==> src/rtl/config_loader_if.sv <==
// Stream-in / memory-mapped-write-out bundle for the configuration loader.
// The master side feeds packet words and observes the write bus; the slave
// side is the loader itself.
interface config_loader_if #(
    parameter int ADDR_WIDTH = 10,
    parameter int WORD_WIDTH = 36
);
    logic [WORD_WIDTH-1:0] in_data;
    logic                  in_valid;
    logic                  in_ready;
    logic [ADDR_WIDTH-1:0] config_addr;
    logic [WORD_WIDTH-1:0] config_data;
    logic                  config_write;
    logic                  busy;
    logic                  done;

    modport master (
        output in_data, in_valid,
        input  in_ready, config_addr, config_data, config_write, busy, done
    );

    modport slave (
        input  in_data, in_valid,
        output in_ready, config_addr, config_data, config_write, busy, done
    );
endinterface

==> src/rtl/config_loader.sv <==
// Configuration loader: parses a word stream of packets
// (header = base address, count = N, then N data words) and replays the data
// words as memory-mapped writes at base, base+1, ... with optional idle gaps
// between consecutive writes. The write bus parks on IDLE_ADDR when not writing.
module config_loader #(
    parameter int          ADDR_WIDTH  = 10,
    parameter int          WORD_WIDTH  = 36,
    parameter int          COUNT_WIDTH = 10,
    parameter int unsigned IDLE_ADDR   = 0,
    parameter int          WRITE_GAP   = 0
) (
    input logic           clock,
    input logic           clear,
    config_loader_if.slave bus
);

    typedef enum logic [1:0] {
        HEADER,
        COUNT,
        DATA,
        GAP
    } state_t;

    // The gap counter holds WRITE_GAP-1 down to 0, so it needs just enough bits for that.
    localparam int GAP_W = (WRITE_GAP > 1) ? $clog2(WRITE_GAP) : 1;
    localparam logic [GAP_W-1:0] GAP_RELOAD = GAP_W'((WRITE_GAP > 0) ? (WRITE_GAP - 1) : 0);
    localparam logic [ADDR_WIDTH-1:0] IDLE_ADDR_C = ADDR_WIDTH'(IDLE_ADDR);

    state_t                 state;
    logic [ADDR_WIDTH-1:0]  write_addr;
    logic [COUNT_WIDTH-1:0] remaining;
    logic [GAP_W-1:0]       gap_cnt;

    logic [ADDR_WIDTH-1:0]  addr_q;
    logic [WORD_WIDTH-1:0]  data_q;
    logic                   write_q;
    logic                   busy_q;
    logic                   done_q;

    logic                   ready_c;
    logic                   take;
    logic [COUNT_WIDTH-1:0] count_word;

    // Ready follows the state directly so the loader is receptive on the very
    // first cycle after clear releases; clear itself always blocks transfers.
    assign ready_c    = !clear && (state != GAP);
    assign take       = bus.in_valid && ready_c;
    assign count_word = bus.in_data[COUNT_WIDTH-1:0];

    assign bus.in_ready     = ready_c;
    assign bus.config_addr  = addr_q;
    assign bus.config_data  = data_q;
    assign bus.config_write = write_q;
    assign bus.busy         = busy_q;
    assign bus.done         = done_q;

    // Packet parser and write generator; every output is registered and
    // falls back to the parked idle value on any cycle without a write.
    always_ff @(posedge clock) begin
        if (clear) begin
            state      <= HEADER;
            write_addr <= '0;
            remaining  <= '0;
            gap_cnt    <= '0;
            addr_q     <= IDLE_ADDR_C;
            data_q     <= '0;
            write_q    <= 1'b0;
            busy_q     <= 1'b0;
            done_q     <= 1'b0;
        end else begin
            write_q <= 1'b0;
            addr_q  <= IDLE_ADDR_C;
            data_q  <= '0;
            done_q  <= 1'b0;
            busy_q  <= busy_q && !done_q;

            case (state)
                HEADER: begin
                    if (take) begin
                        write_addr <= bus.in_data[ADDR_WIDTH-1:0];
                        busy_q     <= 1'b1;
                        state      <= COUNT;
                    end
                end
                COUNT: begin
                    if (take) begin
                        remaining <= count_word;
                        if (count_word == '0) begin
                            done_q <= 1'b1;
                            state  <= HEADER;
                        end else begin
                            state <= DATA;
                        end
                    end
                end
                DATA: begin
                    if (take) begin
                        write_q    <= 1'b1;
                        addr_q     <= write_addr;
                        data_q     <= bus.in_data;
                        write_addr <= write_addr + ADDR_WIDTH'(1);
                        remaining  <= remaining - COUNT_WIDTH'(1);
                        if (remaining == COUNT_WIDTH'(1)) begin
                            done_q <= 1'b1;
                            state  <= HEADER;
                        end else if (WRITE_GAP > 0) begin
                            gap_cnt <= GAP_RELOAD;
                            state   <= GAP;
                        end
                    end
                end
                GAP: begin
                    if (gap_cnt == '0) begin
                        state <= DATA;
                    end else begin
                        gap_cnt <= gap_cnt - GAP_W'(1);
                    end
                end
                default: state <= HEADER;
            endcase
        end
    end

endmodule

==> src/flat_wrapper.sv <==
// flat-port wrapper written by rule: the top's interface ports become plain ports
module config_loader_flat 
#(
    parameter int          ADDR_WIDTH  = 10,
    parameter int          WORD_WIDTH  = 36,
    parameter int          COUNT_WIDTH = 10,
    parameter int unsigned IDLE_ADDR   = 0,
    parameter int          WRITE_GAP   = 0
)
  (clock, clear, bus_in_data, bus_in_valid, bus_in_ready, bus_config_addr, bus_config_data, bus_config_write, bus_busy, bus_done);
  config_loader_if #(.ADDR_WIDTH(ADDR_WIDTH), .WORD_WIDTH(WORD_WIDTH)) bus_i ();
  input logic clock;
  input logic clear;
  input wire logic [$bits(bus_i.in_data)-1:0] bus_in_data;
  input wire logic [$bits(bus_i.in_valid)-1:0] bus_in_valid;
  output wire logic [$bits(bus_i.in_ready)-1:0] bus_in_ready;
  output wire logic [$bits(bus_i.config_addr)-1:0] bus_config_addr;
  output wire logic [$bits(bus_i.config_data)-1:0] bus_config_data;
  output wire logic [$bits(bus_i.config_write)-1:0] bus_config_write;
  output wire logic [$bits(bus_i.busy)-1:0] bus_busy;
  output wire logic [$bits(bus_i.done)-1:0] bus_done;
  assign bus_i.in_data = bus_in_data;
  assign bus_i.in_valid = bus_in_valid;
  assign bus_in_ready = bus_i.in_ready;
  assign bus_config_addr = bus_i.config_addr;
  assign bus_config_data = bus_i.config_data;
  assign bus_config_write = bus_i.config_write;
  assign bus_busy = bus_i.busy;
  assign bus_done = bus_i.done;
  config_loader #(.ADDR_WIDTH(ADDR_WIDTH), .WORD_WIDTH(WORD_WIDTH), .COUNT_WIDTH(COUNT_WIDTH), .IDLE_ADDR(IDLE_ADDR), .WRITE_GAP(WRITE_GAP)) u_core (.clock(clock), .clear(clear), .bus(bus_i));
endmodule
==> config.mk <==
export PLATFORM = sky130hd
export DESIGN_NAME = config_loader_flat
export DESIGN_NICKNAME = d
export VERILOG_FILES = /design/src/rtl/config_loader_if.sv /design/src/rtl/config_loader.sv /design/src/flat_wrapper.sv
export SDC_FILE = /design/constraint.sdc
export NUM_CORES = 1
export LEC_CHECK = 0
export ABC_CLOCK_PERIOD_IN_PS = 1550
export BUFFER_PORTS_ARGS = -buffer_cell sky130_fd_sc_hd__buf_2
export CORE_AREA = 2 2 83 85
export CTS_CLUSTER_DIAMETER = 40
export CTS_CLUSTER_SIZE = 12
export DETAILED_ROUTE_END_ITERATION = 16
export DIE_AREA = 0 0 85 87
export MAX_ROUTING_LAYER = met4
export PLACE_DENSITY = 0.73
export SLEW_MARGIN = 20
export SYNTH_ARGS = -nofsm -noshare
export SYNTH_HDL_FRONTEND = slang
export SYNTH_SLANG_ARGS = --single-unit
export TNS_END_PERCENT = 30
==> constraint.sdc <==
create_clock -name clock -period 1.55 [get_ports clock]
set_input_delay 0.155 -clock clock [delete_from_list [all_inputs] [get_ports clock]]
set_output_delay 0.155 -clock clock [all_outputs]
set_load 0.005 [all_outputs]
[Word level (Yosys, flattened, before mapping)]
Cells that the tools add are included.
Word-level totals
  register bits: 72
  output and inout bits: 50
  logic and storage cells: 59
  input bits: 39
Cells by class
  bitwise logic cells: 2
  add/subtract/negate cells: 3
  multiplexer cells: 21
  eq/ne operators: 10
  reduce and logical (&&, ||, !) cells: 14
Operators with widths (count)
  10-bit one-hot mux with 2 select lines: 2
  10-bit 2-to-1 mux: 3
  2-bit 2-to-1 mux: 6
  10-bit by 1-bit adder with 10-bit output (second input constant): 1
  10-bit by 1-bit equality test with 1-bit output (second input constant): 1
  10-bit logical NOT: 1
  10-bit by 1-bit subtractor with 10-bit output (second input constant): 1
  1-bit 2-to-1 mux: 8
  2-bit by 1-bit != test with 1-bit output (second input constant): 4
  2-bit one-hot mux with 4 select lines: 1
  3-bit AND reduction: 2
  5-bit AND reduction: 1
  2-bit equality test (second input constant): 2
  2-bit != test (second input constant): 2
  2-bit nonzero test: 2
  1-bit logical AND: 3
  3-bit OR reduction: 1
  2-bit by 1-bit equality test with 1-bit output (second input constant): 1
  1-bit logical NOT: 2
  2-bit logical NOT: 1
  1-bit inverter: 2
  1-bit one-hot mux with 2 select lines: 1
  2-bit OR reduction: 1
  1-bit subtractor (second input constant): 1

[Depth between registers and ports, before layout]
Gate-level depths: netlist of run 1.
  depth after elaboration: 5
  gate-level depth with buffers: 8
  depth with buffers taken out: 6

[Worst setup path before layout of run 1]
No wires, ideal clock.
  path kind: reg2reg
  start: register u_core.state[0]
  end: register u_core.write_addr[8]
  library setup time: 122 ps
  slack: -21 ps
  data required time: 1428 ps
  arrival time: 1449 ps
  cell stages (with the launch flop): 5
  clock period less this slack: 1571 ps
  buffers on the path: 0
  cells stage by stage: dfxtp_1 -> ha_1 -> nor3b_4 -> o21ai_2 -> o311a_1
Between the ends
  cells in the longest elaborated chain, start to end: 5
  elaborated cells between the ends (all ways): 10
  those cells by class: 4 x eq/ne; 1 x mux; 5 x reduce/logical
Ends and longest elaborated chain
  start: declaration: line config_loader.sv:29  | state_t state;
  start signal: assignment: line config_loader.sv:61  | state <= HEADER;
  start signal: assignment: line config_loader.sv:82  | state <= COUNT;
  start signal: assignment: line config_loader.sv:90  | state <= HEADER;
  2-bit != test: line config_loader.sv:46  | assign ready_c = !clear && (state != GAP);
  1-bit logical AND: line config_loader.sv:46
  1-bit logical AND: line config_loader.sv:47  | assign take = bus.in_valid && ready_c;
  2-bit by 1-bit != test with 1-bit output (no line)
  3-bit AND reduction (no line)
  end signal: assignment: line config_loader.sv:80  | write_addr <= bus.in_data[ADDR_WIDTH-1:0];
  end signal: assignment: line config_loader.sv:101  | write_addr <= write_addr + ADDR_WIDTH'(1);
  end: declaration: line config_loader.sv:30  | logic [ADDR_WIDTH-1:0] write_addr;
Several ways; a longest one is shown, not always the timed one.
A chain may end at the register's enable or synchronous reset.

[Worst setup path in the final report of run 1]
  start: register u_core.state[1]
  end: register u_core.remaining[4]
Between the ends
  cells in the longest elaborated chain, start to end: 5
  elaborated cells between the ends (all ways): 10
  those cells by class: 5 x eq/ne; 1 x mux; 4 x reduce/logical
Ends and longest elaborated chain
  2-bit != test: line config_loader.sv:46
  1-bit logical AND: line config_loader.sv:46
  1-bit logical AND: line config_loader.sv:47
  2-bit by 1-bit != test with 1-bit output (no line)
  3-bit AND reduction (no line)
  end signal: assignment: line config_loader.sv:87  | remaining <= count_word;
  end signal: assignment: line config_loader.sv:102  | remaining <= remaining - COUNT_WIDTH'(1);
  end: declaration: line config_loader.sv:31  | logic [COUNT_WIDTH-1:0] remaining;
Several ways; a longest one is shown, not always the timed one.

==> results.sh, run 1 <==
export IMPL_setup_viol=3
export IMPL_skew_ns=0.01519
export IMPL_r2r_end="u_core.remaining[4]"
export IMPL_synthArstFlopShare=0
export IMPL_htreeDepth=3
export IMPL_cts_root_buf="clkbuf_8"
export IMPL_clk_pin_slew_ns=0.07
export IMPL_drv_slew=0
export IMPL_pre_cts_slack_ns=-0.05629
export IMPL_initial_core_util=0.4345
export IMPL_drc=0
export IMPL_worst_pin_slew_ns=0.3097
export IMPL_vias=2611
export IMPL_hold_viol_final=0
export IMPL_worst_ep_required_time_ns=1.79
export IMPL_grt_overflow=0
export IMPL_hold_slack_ns=0.03694
export IMPL_fin_crit_ns=1.577
export IMPL_clock_path_buffers=2
export IMPL_die_y_um=87
export IMPL_via_per_inst=5.243
export IMPL_synthesis_nets=349
export IMPL_vdd_drop_max_uv=794.1
export IMPL_postRouteAntennaNets=0
export IMPL_drive_gt1_frac=0.3780
export IMPL_worstSkewPairLatency_ns=0.35
export IMPL_multi_input_area_mm2=0.001338
export IMPL_first_pass_iters=4
export IMPL_crit_arrival_ns=1.82
export IMPL_rr_worst_depth=6
export IMPL_yosysSeqAreaShare=0.4980
export IMPL_start_kind="register"
export IMPL_wl_per_cell_um=14.32
export IMPL_port_buffers=88
export IMPL_numCtsBuffers=9
export IMPL_cp_end_kind="register"
export IMPL_ctsHoldBuffers=0
export IMPL_dieArea_mm2=0.007395
export IMPL_yosysUniqueCellTypes=46
export IMPL_io_pins=89
export IMPL_violations="setup timing"
export IMPL_total_power_mw=4.871
export IMPL_core_mm2=0.006569
export IMPL_leakage_nw=1.860
export IMPL_critical_path_startpoint="u_core.state[1]"
export IMPL_row_count=30
export IMPL_track_usage=0.1995
export IMPL_die_w_um=85
export IMPL_synth_flop_cell="dfxtp_1"
export IMPL_antenna_found_initial=0
export IMPL_dp_hpwl_um=5196
export IMPL_grt_pass1_vias=2326
export IMPL_r2r_start="u_core.state[1]"
export IMPL_ys_seq_elements=71
export IMPL_synth_cells=302
export IMPL_avgSynthCellArea_um2=9.450
export IMPL_outcome="complete, but fails checks"
export IMPL_power_density_mw_per_mm2=1287
export IMPL_worstPathMaxFanout=10
export IMPL_reg2reg_slack_ns=-0.03
export IMPL_fin_ws_ns=-0.02748
export IMPL_gp_congestion=0.9299
export IMPL_synth_edff_count=0
export IMPL_grt_busiest_layer="met2"
export IMPL_finalCritPeriodShare=1.018
export IMPL_synthesis_area_mm2=0.002854
export IMPL_hp_class="input pin to register"
export IMPL_rsz0062_at_grt="yes"
export IMPL_maxCapViolations=0
export IMPL_seqCellArea_mm2=0.001424
export IMPL_slew_headroom=0.7935
export IMPL_cts_sinks=71
export IMPL_grt_pass1_wl_um=11140
export IMPL_fin_nets=460
export IMPL_synth_warnings=0
export IMPL_use_met2=0.3203
export IMPL_layout_common_cells="88 x buf_2, 69 x dfxtp_1, 45 x and3_1"
export IMPL_antenna_cells=0
export IMPL_wirelength_um=7129
export IMPL_final_common_cell="buf_2"
export IMPL_area_delta_synth_final_pct=32.62
export IMPL_use_met1=0.2420
export IMPL_fillers=617
export IMPL_grt_use_met3=0.05118
export IMPL_drt_iter0_markers=146
export IMPL_setup_worst_path_end="u_core.remaining[4]"
export IMPL_max_freq_mhz=633.9
export IMPL_grt_max_degree=44
export IMPL_tritoncts="yes"
export IMPL_critPathKind="register to register"
-- routing by layer --
metal,vias to the layer above,part of all wire
li1,1296,-
met1,1195,0.42
met2,109,0.48
met3,11,0.082
met4,0,0.016
met5,-,0
-- through the flow --
step | std cells | setup TNS [ns] | instance area (µm²) | util
after floorplan | 302 | -0.001687 | 2854 | -
after global routing | 498 | -0.4707 | 3785 | 0.5762
after global placement | 481 | -0.01115 | 3538 | 0.5387
final | 498 | -0.03867 | 3785 | 0.5762
after CTS | 497 | -0.0004223 | 3740 | 0.5693
after detailed placement | 481 | -0.4852 | 3538 | 0.5387
-- cells in the mapped netlist, types with 5 or more instances --
master,instances,area share
o22ai_1,5,0.011
dfxtp_1,71,0.50
a21oi_1,15,0.026
nor2b_1,6,0.013
o21a_1,6,0.016
nand2_1,17,0.022
nor2_1,20,0.026
inv_1,11,0.014
a31oi_1,5,0.011
and3_1,45,0.099
nand3_1,8,0.014
nor3_1,5,0.0088
clkbuf_1,10,0.013
ha_1,8,0.035
o21ai_0,13,0.023
-- critical path: stages, from the launching register on --
cell and delay, ns:
dfxtp_2 0.36, ha_2 0.20, nor3b_4 0.17, buf_6 0.17
o21a_2 0.22, a21oi_1 0.09, a211oi_1 0.27
-- sequential cells by signal, indices dropped and copies added, names as in the netlist --
signal / cells
u_core.bus.busy: 1
u_core.bus.config_addr: 10
u_core.bus.config_data: 36
u_core.bus.config_write: 1
u_core.bus.done: 1
u_core.remaining: 10
u_core.state: 2
u_core.write_addr: 10
-- area by class of cell --
type                    count  area share
clock buffers              12     0.04099
well taps                  80     0.02645
flip-flops and latches     71      0.3762
inverters                  12     0.01190
clock inverters             4    0.007603
repair buffers            118      0.1835
multi-input cells         201      0.3534
-- worst min-delay path by stage --
stage | startpoint | endpoint | slack [ns] | cells after the start
finish | bus_in_data[13] | u_core.bus.config_data[13] | 0.04 | 2
global route | bus_in_data[34] | u_core.bus.config_data[34] | 0.03 | 2
CTS | bus_in_data[13] | u_core.bus.config_data[13] | 0.02 | 2
floorplan | bus_in_data[4] | u_core.bus.config_data[4] | 0.30 | 1
detailed placement | bus_in_data[13] | u_core.bus.config_data[13] | 0.39 | 2
global placement | bus_in_data[16] | u_core.bus.config_data[16] | 0.39 | 2
-- kinds of logic after synthesis --
| family | count (synthesis) | synth area share |
|---|---|---|
| flip-flops | 71 | 0.4980 |
| AO/OA/AOI/OAI | 63 | 0.1504 |
| buffers and inverters | 30 | 0.05129 |
| adder cells (fa/ha/maj) | 8 | 0.03507 |
| multiplexers | 3 | 0.01052 |
| AND/OR/NAND/NOR | 127 | 0.2547 |
-- repair_timing --
item                       4_1_cts  5_1_grt
buffers inserted                 0        1
gates resized for setup          4       11
pin swaps                        1        4
setup endpoints to repair       20       22
-- where the power goes --
| part | internal, mW | switching (mW) | leakage [nW] |
|---|---|---|---|
| Combinational | 0.665 | 0.764 | 1.20 |
| Sequential | 1.97 | 0.116 | 0.576 |
| Clock | 0.671 | 0.687 | 0.0890 |
(Power assumes the default switching activity.)
==> inputs of run 2 (changes only) <==
--- a/config.mk
+++ b/config.mk
@@ -12,7 +12,6 @@
 export CTS_CLUSTER_SIZE = 12
 export DETAILED_ROUTE_END_ITERATION = 16
 export DIE_AREA = 0 0 85 87
-export MAX_ROUTING_LAYER = met4
 export PLACE_DENSITY = 0.73
 export SLEW_MARGIN = 20
 export SYNTH_ARGS = -nofsm -noshare
==> results.sh, run 2 (synthesis gave the netlist of run 1 again) <==
export IMPL_outcome="complete, but fails checks"
export IMPL_violations="setup timing"
export IMPL_htreeDepth=3
export IMPL_gp_congestion=0.8813
export IMPL_dp_hpwl_um=5216
export IMPL_skew_ns=0.009830
export IMPL_worstPathMaxFanout=6
export IMPL_utilization=0.5916
export IMPL_cp_end_kind="register"
export IMPL_tritoncts="yes"
export IMPL_initial_core_util=0.4345
export IMPL_row_count=30
export IMPL_port_buffers=88
export IMPL_seq_power_share=0.406
export IMPL_io_pins=89
export IMPL_power_switching_mw=1.653
export IMPL_leakage_nw=1.906
export IMPL_p_clk_frac=0.282
export IMPL_finalCritPeriodShare=1.006
export IMPL_grt_pass1_wl_um=11480
export IMPL_worstSkewPairLatency_ns=0.34
export IMPL_start_kind="register"
export IMPL_wl_per_cell_um=14.51
export IMPL_critPathKind="register to register"
export IMPL_core_mm2=0.006569
export IMPL_area_delta_synth_final_pct=36.17
export IMPL_cts_root_buf="clkbuf_8"
export IMPL_via_per_inst=5.297
export IMPL_drc=0
export IMPL_whs_path_depth=2
export IMPL_drive_gt1_frac=0.3943
export IMPL_clock_path_buffers=2
export IMPL_dieArea_mm2=0.007395
export IMPL_die_y_um=87
export IMPL_vdd_drop_max_uv=875.2
export IMPL_fin_crit_ns=1.559
export IMPL_largest_reg_flops=36
export IMPL_cts_sinks=71
export IMPL_grt_pass1_vias=2366
export IMPL_wirelength_um=7269
export IMPL_setup_viol=2
export IMPL_grt_max_degree=37
export IMPL_fillers=576
export IMPL_swShare=0.3215
export IMPL_hold_viol_final=0
export IMPL_rsz0062_at_grt="yes"
export IMPL_max_freq_mhz=641.5
export IMPL_placed_cells_incl_taps=481
export IMPL_maxCapViolations=0
export IMPL_worst_pin_slew_ns=0.3441
export IMPL_rr_worst_depth=6
export IMPL_fin_nets=463
export IMPL_track_usage=0.1950
export IMPL_p_int_mw=3.487
export IMPL_layout_common_cells="88 x buf_2, 69 x dfxtp_1, 45 x and3_1"
export IMPL_crit_arrival_ns=1.78
export IMPL_vias=2654
export IMPL_fin_ws_ns=-0.008752
export IMPL_drv_slew=0
export IMPL_clk_pin_slew_ns=0.08
export IMPL_antenna_cells=0
export IMPL_multi_input_area_mm2=0.001399
export IMPL_numCtsBuffers=9
export IMPL_antenna_found_initial=0
export IMPL_power_density_mw_per_mm2=1323
export IMPL_fin_cells=501
export IMPL_hp_class="input pin to register"
export IMPL_final_common_cell="buf_2"
export IMPL_ctsHoldBuffers=0
export IMPL_postRouteAntennaNets=0
export IMPL_grt_overflow=0
export IMPL_worst_ep_required_time_ns=1.77
export IMPL_combinationalPowerShare=0.312
export IMPL_first_pass_iters=4
export IMPL_seqCellArea_mm2=0.001424
export IMPL_die_w_um=85
export IMPL_slew_headroom=0.7697
export IMPL_drt_iter0_markers=168
[run 2: changes by cell type in the layout (fill, tap and decap cells not counted), sizes merged]
cell,previous run,this run
buf,118,121
bufinv,0,1
clkbuf,12,11
clkinv,1,4
clkinvlp,2,0
inv,13,12
[run 2: final timing paths]
| check | startpoint | end | slack, ns |
|---|---|---|---|
| min | bus_in_data[17] | u_core.bus.config_data[17] | 0.05 |
| max | u_core.state[0] | u_core.state[1] | -0.009 |
| max reg2reg | u_core.state[0] | u_core.state[1] | -0.009 |
| min reg2reg | u_core.remaining[7] | u_core.remaining[7] | 0.48 |
[run 2: power groups by stage]
stage | sequential (mW) | combinational (mW) | clock, mW
5_1_grt | 2.10 | 1.74 | 1.56
4_1_cts | 2.07 | 1.41 | 1.48
2_1_floorplan | 2.10 | 0.831 | 0
3_5_place_dp | 2.11 | 1.34 | 0
6_report | 2.09 | 1.60 | 1.45
3_3_place_gp | 2.11 | 1.32 | 0
[run 2: repair_timing]
item	4_1_cts	5_1_grt
gates resized for setup	12	22
setup buffers	1	3
pin swaps	1	5
setup endpoints to repair	20	40
[run 2: metrics by stage]
stage / total power [mW] / setup TNS [ns] / setup slack [ns] / area, µm² / hold slack, ns
detailed placement: 3.448 / -0.4630 / -0.08419 / 3526 / 0.3882
floorplan: 2.934 / -0.001687 / -0.001687 / 2854 / 0.3009
global placement: 3.425 / -0.09378 / -0.02950 / 3526 / 0.3876
global route: 5.412 / -0.4620 / -0.08480 / 3886 / 0.03335
finish: 5.140 / -0.01096 / -0.008752 / 3886 / 0.04576
CTS: 4.966 / -0.2104 / -0.03401 / 3774 / 0.03311
[run 2: final cells by class]
type / count / share of cell area
sequential: 71 / 0.3664
multi-input combinational: 201 / 0.3599
timing repair buffer: 121 / 0.1851
clock buffer: 11 / 0.03638
tap: 80 / 0.02576
clock inverter: 5 / 0.01481
inverter: 12 / 0.01159
[run 2: critical path, cell delays in order, from the launching register on]
cell and delay (ns):
dfxtp_2 0.35, ha_4 0.17, nor3b_4 0.30, buf_6 0.16, nand3_1 0.09, o21a_1 0.24
mux2i_1 0.13
[run 2: metal layers]
metal | share of wire | global-route usage | vias up
li1 | - | - | 1302
met4 | 0.016 | 0.05628 | 0
met2 | 0.48 | 0.3295 | 115
met1 | 0.41 | 0.2423 | 1228
met3 | 0.093 | 0.05687 | 9
met5 | 0 | 0 | -
